`config.mk`:
```
export PLATFORM = sky130hd
export DESIGN_NAME = mux_scan_ctrl
export DESIGN_NICKNAME = d
export VERILOG_FILES = /design/src/rtl/mux_scan_ctrl.sv
export SDC_FILE = /design/constraint.sdc
export NUM_CORES = 1
export LEC_CHECK = 0
export BUFFER_PORTS_ARGS = -buffer_cell sky130_fd_sc_hd__buf_2
export CAP_MARGIN = 20
export CORE_ASPECT_RATIO = 2
export CORE_UTILIZATION = 25
export CTS_CLUSTER_SIZE = 20
export DETAILED_ROUTE_END_ITERATION = 7
export PLACE_DENSITY = 0.41
export SETUP_SLACK_MARGIN = 0.02
export SLEW_MARGIN = 40
export SYNTH_ARGS = -nofsm -noshare
export SYNTH_HDL_FRONTEND = slang
export SYNTH_SLANG_ARGS = --single-unit
```
`constraint.sdc`:
```
create_clock -name clk -period 2.37 [get_ports clk]
set_input_delay 0.474 -clock clk [delete_from_list [all_inputs] [get_ports clk]]
set_output_delay 0.474 -clock clk [all_outputs]
set_load 0.02 [all_outputs]
```
`src/rtl/mux_scan_ctrl.sv`:
```
// Round-robin scan sequencer for a 4:1 mux: settle, capture Y, hand off over valid/ready.
// Optional MUX_SCAN_PARITY_EN adds a per-frame XOR of accepted sample bits on frame_parity.
//
// state   | meaning
// --------+-------------------------------------------------------------
// IDLE    | not scanning; waits for start with a non-empty channel mask
// SETTLE  | S driven, settle counter running down to capture
// PRESENT | captured sample held on sample_* until downstream accepts it
module mux_scan_ctrl #(
  parameter int DWELL_W = 4
) (
  input  logic               clk,
  input  logic               rst_n,
  input  logic               start,
  input  logic               stop,
  input  logic [3:0]         chan_en,
  input  logic [DWELL_W-1:0] dwell,
  output logic [1:0]         S,
  input  logic               Y,
  output logic               sample_valid,
  input  logic               sample_ready,
  output logic [1:0]         sample_chan,
  output logic               sample_bit,
  output logic               busy,
  output logic               frame_done,
  output logic               frame_parity
);

  typedef enum logic [1:0] {
    ST_IDLE    = 2'd0,
    ST_SETTLE  = 2'd1,
    ST_PRESENT = 2'd2
  } state_t;

  state_t             state, state_nx;
  logic [3:0]         mask, mask_nx;
  logic [1:0]         sel_nx;
  logic [DWELL_W-1:0] cnt, cnt_nx, dwell_ld;
  logic               valid_nx, bit_nx, fd_nx;
  logic [1:0]         chan_nx;
  logic               accept, boundary;

  function automatic logic [1:0] lowest_idx(input logic [3:0] m);
    lowest_idx = 2'd0;
    for (int i = 3; i >= 0; i--)
      if (m[i]) lowest_idx = i[1:0];
  endfunction

  function automatic logic [1:0] highest_idx(input logic [3:0] m);
    highest_idx = 2'd0;
    for (int i = 0; i < 4; i++)
      if (m[i]) highest_idx = i[1:0];
  endfunction

  // Smallest enabled index above cur; wraps to the lowest enabled one.
  function automatic logic [1:0] next_idx(input logic [3:0] m, input logic [1:0] cur);
    next_idx = lowest_idx(m);
    for (int i = 3; i >= 0; i--)
      if (m[i] && (i > int'(cur))) next_idx = i[1:0];
  endfunction

  assign dwell_ld = (dwell == '0) ? DWELL_W'(1) : dwell;
  assign accept   = sample_valid && sample_ready;
  assign boundary = accept && (S == highest_idx(mask));
  assign busy     = (state != ST_IDLE);

`ifdef MUX_SCAN_PARITY_EN
  logic acc, acc_nx, par_nx;
`endif

  always_comb begin
    state_nx = state;
    mask_nx  = mask;
    sel_nx   = S;
    cnt_nx   = cnt;
    valid_nx = sample_valid;
    chan_nx  = sample_chan;
    bit_nx   = sample_bit;
    fd_nx    = 1'b0;
`ifdef MUX_SCAN_PARITY_EN
    acc_nx   = acc;
    par_nx   = frame_parity;
`endif
    case (state)
      ST_IDLE: begin
        if (start && (chan_en != 4'b0000)) begin
          mask_nx  = chan_en;
          sel_nx   = lowest_idx(chan_en);
          cnt_nx   = dwell_ld;
          state_nx = ST_SETTLE;
`ifdef MUX_SCAN_PARITY_EN
          acc_nx   = 1'b0;
`endif
        end
      end
      ST_SETTLE: begin
        if (cnt <= DWELL_W'(1)) begin
          cnt_nx   = '0;
          bit_nx   = Y;
          chan_nx  = S;
          valid_nx = 1'b1;
          state_nx = ST_PRESENT;
        end else begin
          cnt_nx = cnt - DWELL_W'(1);
        end
      end
      ST_PRESENT: begin
        if (accept) begin
          valid_nx = 1'b0;
`ifdef MUX_SCAN_PARITY_EN
          acc_nx   = acc ^ sample_bit;
`endif
          if (boundary) begin
            fd_nx   = 1'b1;
            mask_nx = chan_en;
`ifdef MUX_SCAN_PARITY_EN
            par_nx  = acc ^ sample_bit;
            acc_nx  = 1'b0;
`endif
          end
          // A frame boundary with an empty new mask ends the scan like stop does.
          if (stop || (boundary && (chan_en == 4'b0000))) begin
            state_nx = ST_IDLE;
          end else begin
            sel_nx   = boundary ? lowest_idx(chan_en) : next_idx(mask, S);
            cnt_nx   = dwell_ld;
            state_nx = ST_SETTLE;
          end
        end
      end
      default: state_nx = ST_IDLE;
    endcase
  end

  always_ff @(posedge clk) begin
    if (!rst_n) state <= ST_IDLE;
    else        state <= state_nx;
  end

  always_ff @(posedge clk) begin
    if (!rst_n) begin
      mask         <= 4'b0000;
      S            <= 2'd0;
      cnt          <= '0;
      sample_valid <= 1'b0;
      sample_chan  <= 2'd0;
      sample_bit   <= 1'b0;
      frame_done   <= 1'b0;
    end else begin
      mask         <= mask_nx;
      S            <= sel_nx;
      cnt          <= cnt_nx;
      sample_valid <= valid_nx;
      sample_chan  <= chan_nx;
      sample_bit   <= bit_nx;
      frame_done   <= fd_nx;
    end
  end

`ifdef MUX_SCAN_PARITY_EN
  always_ff @(posedge clk) begin
    if (!rst_n) begin
      acc          <= 1'b0;
      frame_parity <= 1'b0;
    end else begin
      acc          <= acc_nx;
      frame_parity <= par_nx;
    end
  end
`else
  assign frame_parity = 1'b0;
`endif

endmodule

```
==> key figures, run 1 <==
Critical path
  – Worst-path maximum fanout: 8
  – Setup crit end kind: flop
  – CP Launch Type: flop
  – Slowest stage cell, crit path: a21oi_1
  – Cell Chain, Critical Path: inv_1 -> xnor2_1 -> o2111ai_1 -> a21oi_1 -> nand3_1 -> o21ai_0
  – Data required, critical path: 2550 ps
  – Crit path kind: reg2reg
  – Data arrival, critical path: 2110 ps
  – Largest stage delay, worst path: 500 ps
  – Reg2Reg Depth: 6

Floorplanning
  – Initial core utilization: 0.2672
  – Core ar.: 3685 µm²
  – Die Span X: 46.38 µm
  – Die height: 90.76 µm
  – Ports: 23
  – Num rows: 31
  – Die Area: 4209 µm²

Yosys
  – Yosys cell types: 34
  – Synth Flop Type: dfxtp_1
  – Number of synthesized flops with an enable pin: 0
  – Syn Area/Cell: 8.206 µm²
  – FF+latch count, synth: 17
  – Async SR Flop Fraction: 0
  – Yosys warns: 0
  – Post-Syn Nets: 136
  – Mapped Area: 984.7 µm²
  – Mapped Cells: 120
  – Post-synthesis sequential area ratio: 0.3456

Global routing
  – Largest net degree at the start of global routing: 22
  – Vias in the first global route: 962
  – GR Overflow Total: 0
  – GRT Total Usage: 0.1396
  – Global-route wire length before repair: 4.367 mm
  – Initial antenna violation count: 0

STA
  – Final Hold Fails: 0
  – Worst-Margin Slew: 564.0 ps
  – Max Clk Rate: 516.0 MHz
  – Max-slew headroom: 0.6240
  – Setup violators final: 0
  – Max-slew violations: 0
  – Fin crit share: 0.8177
  – Hold slack: 476.2 ps
  – Post-layout minimum cycle time: 1938 ps
  – Worst Skew: 4.525 ps
  – Final setup margin: 432.0 ps
  – Unrepaired setup endpoints after global routing: no
  – Fin Setup TNS: 0 ps

Pwr
  – Reg power frac: 0.423
  – Sw frac: 0.3604
  – NetSw: 0.0003207 W
  – Max IR drop VDD: 0.0002722 V
  – Leakage: 0.5174 nW
  – Power density over the cells: 755.7 nW/µm²
  – Combinational share of power: 0.331
  – Clk pwr share: 0.247
  – Pint: 0.0005690 W

Placement
  – Number of port buffers: 21
  – Pre-CTS setup slack: 409.6 ps
  – GPL Wtd Cong: 0.7587
  – Post-detail-place hpwl: 2.001 mm
  – Post-Place Cell Area: 1132 µm²

Finish
  – Commonest cells after routing, fill and taps aside: 21 x buf_2, 17 x dfxtp_1, 11 x nand2_1
  – Layout cells sized above 1: 0.2057
  – FILL cells: 425
  – Cell area after layout: 1177 µm²
  – Diodes inserted: 0
  – Commonest non-fill, non-tap cell in the layout: buf_2
  – Area grow syn2layout: 19.57%
  – Fin nets: 158

CTS
  – Hold_buf cts: 0
  – Root Buffer: clkbuf_8
  – H-tree levels: 1
  – Clk buf depth: 2
  – CTS tree: yes
  – CTS clk-pin slew, worst paths: 70 ps
  – Post-CTS setup buffers: 0
  – Clock Latency Late Sink: 250 ps
  – Clk sinks: 17
  – Cells resized by post-CTS repair: 0
  – Num CTS Buffers: 3

Drt
  – TritonRoute pass-1 iters: 4
  – Starting DRT DRC Count: 13
  – Post-Route WL: 2.524 mm
  – Via count: 944
  – Detail Route Antenna Nets: 0
  – Routed WL per cell: 13.28 µm
  – Vias per inst: 4.968
  – Residual DRC: 0

Job
  – Number of max-cap violations: 0

Hold path
  – Worst hold path class: reg2reg
  – Worst Hold Depth: 2

Status
  – Status: complete, no violations
## worst paths after layout
path                       end  slack, ps          from
setup / recovery       mask[0]        430          S[1]
hold / removal    sample_valid        480  sample_valid
setup reg to reg       mask[0]        430          S[1]
hold reg to reg   sample_valid        480  sample_valid
## cell type report
| type | count | area [µm²] | area share |
|---|---|---|---|
| Tap cell | 49 | 61.31 | 0.05207 |
| Multi-Input combinational cell | 93 | 603.1 | 0.5122 |
| Timing Repair Buffer | 21 | 105.1 | 0.08927 |
| Clock buffer | 4 | 45.04 | 0.03826 |
| Inverter | 6 | 22.52 | 0.01913 |
| Sequential cell | 17 | 340.3 | 0.2891 |
## per-stage QoR
step | utilization | instances | power, W
global placement | 0.3073 | 186 | 0.0006764
detailed placement | 0.3073 | 186 | 0.0006794
floorplan | - | 120 | 0.0005883
global route | 0.3195 | 190 | 0.0009646
CTS | 0.3195 | 190 | 0.0009039
finish | 0.3195 | 190 | 0.0008897
## cells by family after synthesis
| logic type | synth area share |
|---|---|
| buf+inv | 0.04193 |
| simple gates | 0.2554 |
| flops | 0.3456 |
| fa+ha+maj | 0.02541 |
| mux | 0.04066 |
| xor+xnor | 0.01779 |
| other cells | 0.003808 |
| compound gates | 0.2694 |
## per-layer routing
| metal | global-route usage | vias up | wire length [µm] |
|---|---|---|---|
| li1 | - | 473 | - |
| met1 | 0.1437 | 440 | 945 |
| met2 | 0.2407 | 23 | 1390 |
| met3 | 0.02000 | 8 | 84 |
| met4 | 0.08578 | 0 | 104 |
| met5 | 0 | - | 0 |
## registers in the layout, summed over array words and instances (netlist names)
register      count
state             2
sample_chan       2
frame_done        1
S                 2
sample_bit        1
mask              4
sample_valid      1
cnt               4
## cell usage after synthesis, types with 3 or more instances
master / count / area share
o21ai_0: 10 / 0.051
inv_1: 6 / 0.023
nor2_1: 7 / 0.027
a21boi_0: 3 / 0.023
o211a_1: 4 / 0.041
nand2_1: 11 / 0.042
clkbuf_1: 3 / 0.011
dfxtp_1: 17 / 0.35
nand3_1: 5 / 0.025
mux2i_1: 4 / 0.041
nor2b_1: 9 / 0.057
nand2b_1: 3 / 0.019
nor3_1: 5 / 0.025
a21oi_1: 5 / 0.025
o211ai_1: 4 / 0.030
## power by group through the flow
stage          clock network (W)  registers, W  logic [W]
6_report                0.000219      0.000376   0.000294
5_1_grt                 0.000244      0.000384   0.000336
4_1_cts                 0.000230      0.000376   0.000298
3_5_place_dp                   0      0.000383   0.000296
3_3_place_gp                   0      0.000382   0.000294
2_1_floorplan                  0      0.000383   0.000205
## critical path: cells and delay by family, from the launching register on
kind,cells,cell delay [ps]
AO/OA/AOI/OAI,3,770
flip-flops,1,430
XOR/XNOR,1,350
AND/OR/NAND/NOR,1,180
buffers and inverters,1,120
No activity file was read; power rests on OpenSTA's default activity.
==> run 2: changes to the inputs <==
ABC_AREA = 1   (was not set)
PLACE_DENSITY = 0.42   (was 0.41)
clock period = 1.6 ns   (was 2.37 ns; I/O delays follow)
==> run 2 against run 1 <==
  * Synthesized cell count is 43% higher
  * Power is 110% higher
  * Critical path type unchanged
  * Area after synthesis is 9.1% higher
  * Sequential power is 66% higher
  * Sequential share of layout area is 2.3 points lower
  * Register-to-register slack worse by 260 ps
  * Largest cell class unchanged
  * Clock skew is 0.54 ps higher
  * Maximum frequency is 36% higher
  * Global-route usage is 1.0 points lower
  * Worst hold slack worse by 120 ps
  * Critical path depth is 3 higher
  * Worst setup slack worse by 260 ps
==> key figures, run 2 <==
Status
  – Status: complete, no violations

Critical path
  – Data arrival, critical path: 1620 ps (-490 ps)
  – Worst-path maximum fanout: 4 (-4)
  – Setup crit end kind: flop
  – CP Launch Type: flop
  – Slowest stage cell, crit path: dfxtp_1
  – Largest stage delay, worst path: 380 ps (-120 ps)
  – Reg2Reg Depth: 9 (+3)
  – Cell Chain, Critical Path: inv_1 -> ha_1 -> o21ai_1 -> nand2_1 -> o21ai_1 -> inv_2 -> nand2_1 -> nand2_1 -> nor2_2
  – Crit path kind: reg2reg
  – Data required, critical path: 1800 ps (-750 ps)
  – Most frequent CP cell: nand2_1

Job
  – Number of max-cap violations: 0 (unchanged)

Global routing
  – Routing usage on met2: 0.2923 (+0.05151)
  – M3 GR Usage: 0.01449 (-0.005507)
  – Global routing's busiest layer: met2
  – GR Overflow Total: 0 (unchanged)
  – Vias in the first global route: 1051 (+9.3%)
  – GRT Total Usage: 0.1295 (-0.01007)
  – GR Util met1: 0.1115 (-0.03218)
  – Initial antenna violation count: 0 (unchanged)
  – Largest net degree at the start of global routing: 11 (-50%)
  – Global-route wire length before repair: 4.485 mm (+2.7%)

STA
  – Fin Setup TNS: 0 ps (unchanged)
  – Fin crit share: 0.8902 (+0.07245)
  – Unrepaired setup endpoints after global routing: no
  – Hold slack: 354.4 ps (-121.8 ps)
  – Post-layout minimum cycle time: 1424 ps (-513.7 ps)
  – Final Hold Fails: 0 (unchanged)
  – Setup violators final: 0 (unchanged)
  – Max-slew violations: 0 (unchanged)
  – Max Clk Rate: 702.1 MHz (+36%)
  – Worst Skew: 5.068 ps (+0.5424 ps)

Floorplanning
  – Die Span X: 48.37 µm (+4.3%)
  – Core ar.: 4088 µm² (+11%)
  – Num rows: 33 (+6.5%)
  – Die Area: 4581 µm² (+8.9%)
  – Ports: 23 (unchanged)
  – Initial core utilization: 0.2629 (-0.004300)
  – Die height: 94.73 µm (+4.4%)

Placement
  – GPL Wtd Cong: 0.7928 (+4.5%)
  – Post-detail-place hpwl: 2.318 mm (+16%)
  – Number of port buffers: 21 (unchanged)

Hold path
  – Worst Hold Depth: 3 (+1)
  – Worst hold path class: in2reg

Pwr
  – Power density over the cells: 1449 nW/µm² (+92%)
  – Max IR drop VDD: 0.0006284 V (+130%)
  – Leakage: 0.6659 nW (+29%)

Yosys
  – Yosys cell types: 23 (-32%)
  – Post-Syn Nets: 187 (+38%)
  – Most common cell in the netlist: nand2_1
  – Syn Area/Cell: 6.285 µm² (-23%)
  – Mapped Cells: 171 (+43%)
  – Post-synthesis sequential area ratio: 0.3166 (-0.02897)
  – FF+latch count, synth: 17 (unchanged)
  – Synth Flop Type: dfxtp_1
  – Post-synth top cells: 47 x nand2_1, 22 x inv_1, 18 x nor2_1
  – Async SR Flop Fraction: 0 (unchanged)
  – Yosys warns: 0 (unchanged)
  – Cell taking the most area after synthesis: dfxtp_1
  – Synth area leaders: dfxtp_1 32%, nand2_1 16%, inv_1 7.7%
  – Mapped Area: 1075 µm² (+9.1%)
  – Top-area cell type share of the netlist area: 0.3166 (-0.02897)
  – Number of synthesized flops with an enable pin: 0 (unchanged)

Finish
  – Layout cells sized above 1: 0.2602 (+0.05453)
  – Area grow syn2layout: 20.14%
  – Fin nets: 213 (+35%)
  – FILL cells: 462 (+8.7%)
  – Commonest cells after routing, fill and taps aside: 47 x nand2_1, 22 x inv_1, 21 x buf_2
  – Fin util: 0.3159 (-0.003639)
  – Diodes inserted: 0 (unchanged)
  – Commonest non-fill, non-tap cell in the layout: nand2_1
  – Largest regs: cnt (4), mask (4)

Drt
  – Vias per inst: 4.298 (-13%)
  – TritonRoute pass-1 iters: 4 (unchanged)
  – Detail Route Antenna Nets: 0 (unchanged)
  – Via count: 1066 (+13%)
  – Post-Route WL: 2.702 mm (+7.1%)
  – Routed WL per cell: 10.90 µm (-18%)
  – Starting DRT DRC Count: 19 (+6)
  – Residual DRC: 0 (unchanged)

CTS
  – CTS clk-pin slew, worst paths: 70 ps (about the same)
  – Clk sinks: 17 (unchanged)
  – H-tree levels: 1 (unchanged)
  – Cells resized by post-CTS repair: 0 (unchanged)
  – Clock Latency Late Sink: 250 ps (about the same)
  – Clk buf depth: 2 (unchanged)
  – Post-CTS setup buffers: 0 (unchanged)
  – Root Buffer: clkbuf_8
  – CTS tree: yes
  – Num CTS Buffers: 3 (unchanged)
  – Hold_buf cts: 0 (unchanged)
run 2: changes by cell type in the layout (fill, tap and decap cells not counted), sizes merged, moves of 7 or more:
cell / previous run / this run
nor2b: 9 / 0
nand3: 5 / 13
nor2: 7 / 26
a21oi: 5 / 12
inv: 6 / 28
nand2: 11 / 54
run 2: logic make-up after synthesis:
| group | Yosys count | synth area share |
|---|---|---|
| other cells | 1 | 0.003489 |
| buf+inv | 31 | 0.1187 |
| compound gates | 21 | 0.1048 |
| xor+xnor | 2 | 0.01630 |
| flops | 17 | 0.3167 |
| simple gates | 97 | 0.4168 |
| fa+ha+maj | 2 | 0.02328 |
run 2: layout make-up:
cell class / instances / area [µm²] / share of cell area
tap: 52 / 65.06 / 0.05039
multi-input combinational: 123 / 606.8 / 0.4700
timing repair buffer: 23 / 120.1 / 0.09302
inverter: 29 / 108.9 / 0.08430
clock inverter: 1 / 5.005 / 0.003876
clock buffer: 3 / 41.29 / 0.03198
sequential: 17 / 344.1 / 0.2665
run 2: critical path: cells and delay by family, from the launching register on:
family | cells | cell delay (ps)
AO/OA/AOI/OAI | 2 | 360
adder cells (fa/ha/maj) | 1 | 220
buffers and inverters | 2 | 110
flip-flops | 1 | 380
AND/OR/NAND/NOR | 4 | 300
run 2: per-stage QoR:
step / setup slack (ps) / instances / cell area [µm²] / total power [W]
after detailed placement: 114.2 / 244 / 1241 / 0.001563
after CTS: 119.3 / 248 / 1287 / 0.001896
after floorplan: 196.2 / 171 / 1075 / 0.001319
after global placement: 124.2 / 244 / 1241 / 0.001553
after global routing: 25.16 / 248 / 1291 / 0.002042
final: 175.7 / 248 / 1291 / 0.001872
run 2: routing by layer:
| metal | wire (µm) | vias up | part of all wire |
|---|---|---|---|
| met1 | 938 | 480 | 0.35 |
| met4 | 21 | 0 | 0.0078 |
| li1 | - | 575 | - |
| met5 | 0 | - | 0 |
| met2 | 1705 | 9 | 0.63 |
| met3 | 37 | 2 | 0.014 |
run 2: report_power, final:
part           total, W  leakage [nW]  switching (W)  internal (W)
logic          0.000924         0.500       0.000584      0.000340
registers      0.000623         0.141      0.0000991      0.000524
clock network  0.000325        0.0255       0.000152      0.000173
total           0.00187         0.666       0.000835       0.00104
run 2: final timing paths:
check	from	to	slack, ps
worst max-delay path	cnt[0]	cnt[1]	180
worst max register to register	cnt[0]	cnt[1]	180
worst min register to register	sample_chan[1]	sample_chan[1]	460
worst min-delay path	Y	sample_bit	350
==> run 3: changes to the inputs <==
ABC_AREA = 0   (was 1)
PLACE_DENSITY = 0.43   (was 0.42)
==> run 3 against run 2 <==
  * Via count fell by 4.4%
  * Core utilization grew 7.7 points
  * Clock skew rose by 2.2 ps
  * Critical path depth decreased by 3
  * Flip-flop and latch count stayed put
  * First-iteration DRC count is 11% lower
  * Combinational power decreased by 30%
==> key figures, run 3 (same netlist as run 1, synthesis figures left out) <==
Status
  – Status: complete, no violations

Critical path
  – Data arrival, critical path: 1740 ps (+120 ps)
  – Setup crit end kind: flop
  – Crit. Startpoint: mask[1]
  – Data required, critical path: 1740 ps (-60 ps)
  – Worst-path maximum fanout: 7 (+3)
  – Crit path kind: reg2reg
  – FF-to-FF Start: mask[1]
  – CP Launch Type: flop

STA
  – Setup violators final: 0 (unchanged)
  – Unrepaired setup endpoints after global routing: yes
  – Max-slew violations: 0 (unchanged)
  – Post-layout minimum cycle time: 1593 ps (+168.2 ps)
  – Final Hold Fails: 0 (unchanged)
  – Max Clk Rate: 627.9 MHz (-11%)
  – Final setup margin: 7.498 ps (-168.2 ps)
  – Worst Skew: 7.232 ps (+2.164 ps)
  – Fin crit share: 0.9953 (+0.1051)

CTS
  – Clk sinks: 17 (unchanged)
  – Clock Latency Late Sink: 250 ps (about the same)
  – Num CTS Buffers: 3 (unchanged)
  – H-tree levels: 1 (unchanged)
  – CTS tree: yes
  – Root Buffer: clkbuf_8
  – CTS clk-pin slew, worst paths: 70 ps (about the same)
  – Clk buf depth: 2 (unchanged)

Finish
  – Fin nets: 183 (-14%)
  – Commonest non-fill, non-tap cell in the layout: buf_4
  – Area grow syn2layout: 47.01%
  – Commonest cells after routing, fill and taps aside: 24 x buf_4, 21 x buf_2, 11 x nand2_1
  – Layout cells sized above 1: 0.4518 (+0.1916)
  – Diodes inserted: 0 (unchanged)
  – Largest regs: cnt (4), mask (4)
  – Cell area after layout: 1448 µm² (+12%)
  – Non-filler cells, final: 215 (-13%)

Placement
  – Number of port buffers: 21 (unchanged)
  – Post-detail-place hpwl: 2.308 mm (-0.41%)
  – GPL Wtd Cong: 0.7516 (-5.2%)
  – Post-Place Cell Area: 1300 µm² (+4.7%)
  – Pre-CTS setup slack: -164.1 ps (-278.3 ps)
  – Inst Count DP: 208 (-15%)

Hold path
  – Worst hold path class: in2reg
  – Hold Startpoint: Y

Pwr
  – Max IR drop VDD: 0.0005372 V (-15%)
  – Leakage: 0.6532 nW (-1.9%)
  – Power density over the cells: 1058 nW/µm² (-27%)

Drt
  – Routed WL per cell: 13.76 µm (+26%)
  – Detail Route Antenna Nets: 0 (unchanged)
  – Via count: 1019 (-4.4%)
  – Residual DRC: 0 (unchanged)
  – Starting DRT DRC Count: 17 (-2)
  – Post-Route WL: 2.958 mm (+9.5%)
  – TritonRoute pass-1 iters: 3 (-1)
  – Vias per inst: 4.740 (+10%)

Global routing
  – Vias in the first global route: 1123 (+6.9%)
  – Initial antenna violation count: 0 (unchanged)
  – Global-route wire length before repair: 4.836 mm (+7.8%)
  – Largest net degree at the start of global routing: 22 (+11)
  – GR Overflow Total: 0 (unchanged)
  – GRT Total Usage: 0.1589 (+0.02938)

Floorplanning
  – Ports: 23 (unchanged)
  – Die Span X: 46.38 µm (-4.1%)
  – Num rows: 31 (-6.1%)
  – Initial core utilization: 0.2672 (+0.004300)
  – Core ar.: 3685 µm² (-9.9%)
  – Die Area: 4209 µm² (-8.1%)
  – Die height: 90.76 µm (-4.2%)

Job
  – Number of max-cap violations: 0 (unchanged)
run 3: area by class of cell:
cell class,instances,area (µm²)
Tap cell,49,61.31
Sequential cell,17,355.3
Clock buffer,4,45.04
Multi-Input combinational cell,93,664.4
Fill cell,394,2237
Inverter,6,25.02
Timing Repair Buffer,46,296.5
run 3: worst paths after layout:
path,end,slack (ps),cells after the start
worst min register to register,sample_valid,480,2
worst max register to register,cnt[3],7,6
worst min-delay path,sample_bit,330,3
worst max-delay path,cnt[3],7,6
run 3: report_power, final:
part	switching (W)	internal [W]	total (W)
registers	0.0000682	0.000491	0.000559
logic	0.000321	0.000329	0.000650
clock network	0.000147	0.000177	0.000323
run 3: stage by stage:
stage	hold WS (ps)	TNS (ps)	power (W)	utilization
final	325.3	0	0.001532	0.3929
after global routing	344.2	-426.9	0.001653	0.3929
after CTS	322.6	0	0.001500	0.3783
after detailed placement	472.5	-894.3	0.001129	0.3528
after global placement	462.5	-683.9	0.001119	0.3528
after floorplan	450.4	0	0.0008735	-
run 3: what timing repair did:
item,in CTS,in global routing
setup endpoints to repair,9,12
hold buffers,0,0
gates cloned,0,0
setup buffers,2,1
gates resized for setup,15,14
pin swaps,8,6
run 3: metal layers:
layer / part of all wire / vias to the layer above / global-route usage
met2: 0.60 / 20 / 0.3032
met4: 0.024 / 0 / 0.08088
met3: 0.017 / 6 / 0.02200
li1: - / 521 / -
met1: 0.35 / 472 / 0.1416
met5: 0 / - / 0
run 3: critical path, stage by stage (launching register included):
cell      delay [ps]
dfxtp_2          320
nor2b_4          120
o21a_1           190
o2111a_2         280
o22ai_4          270
o211ai_1         150
o211a_1          150
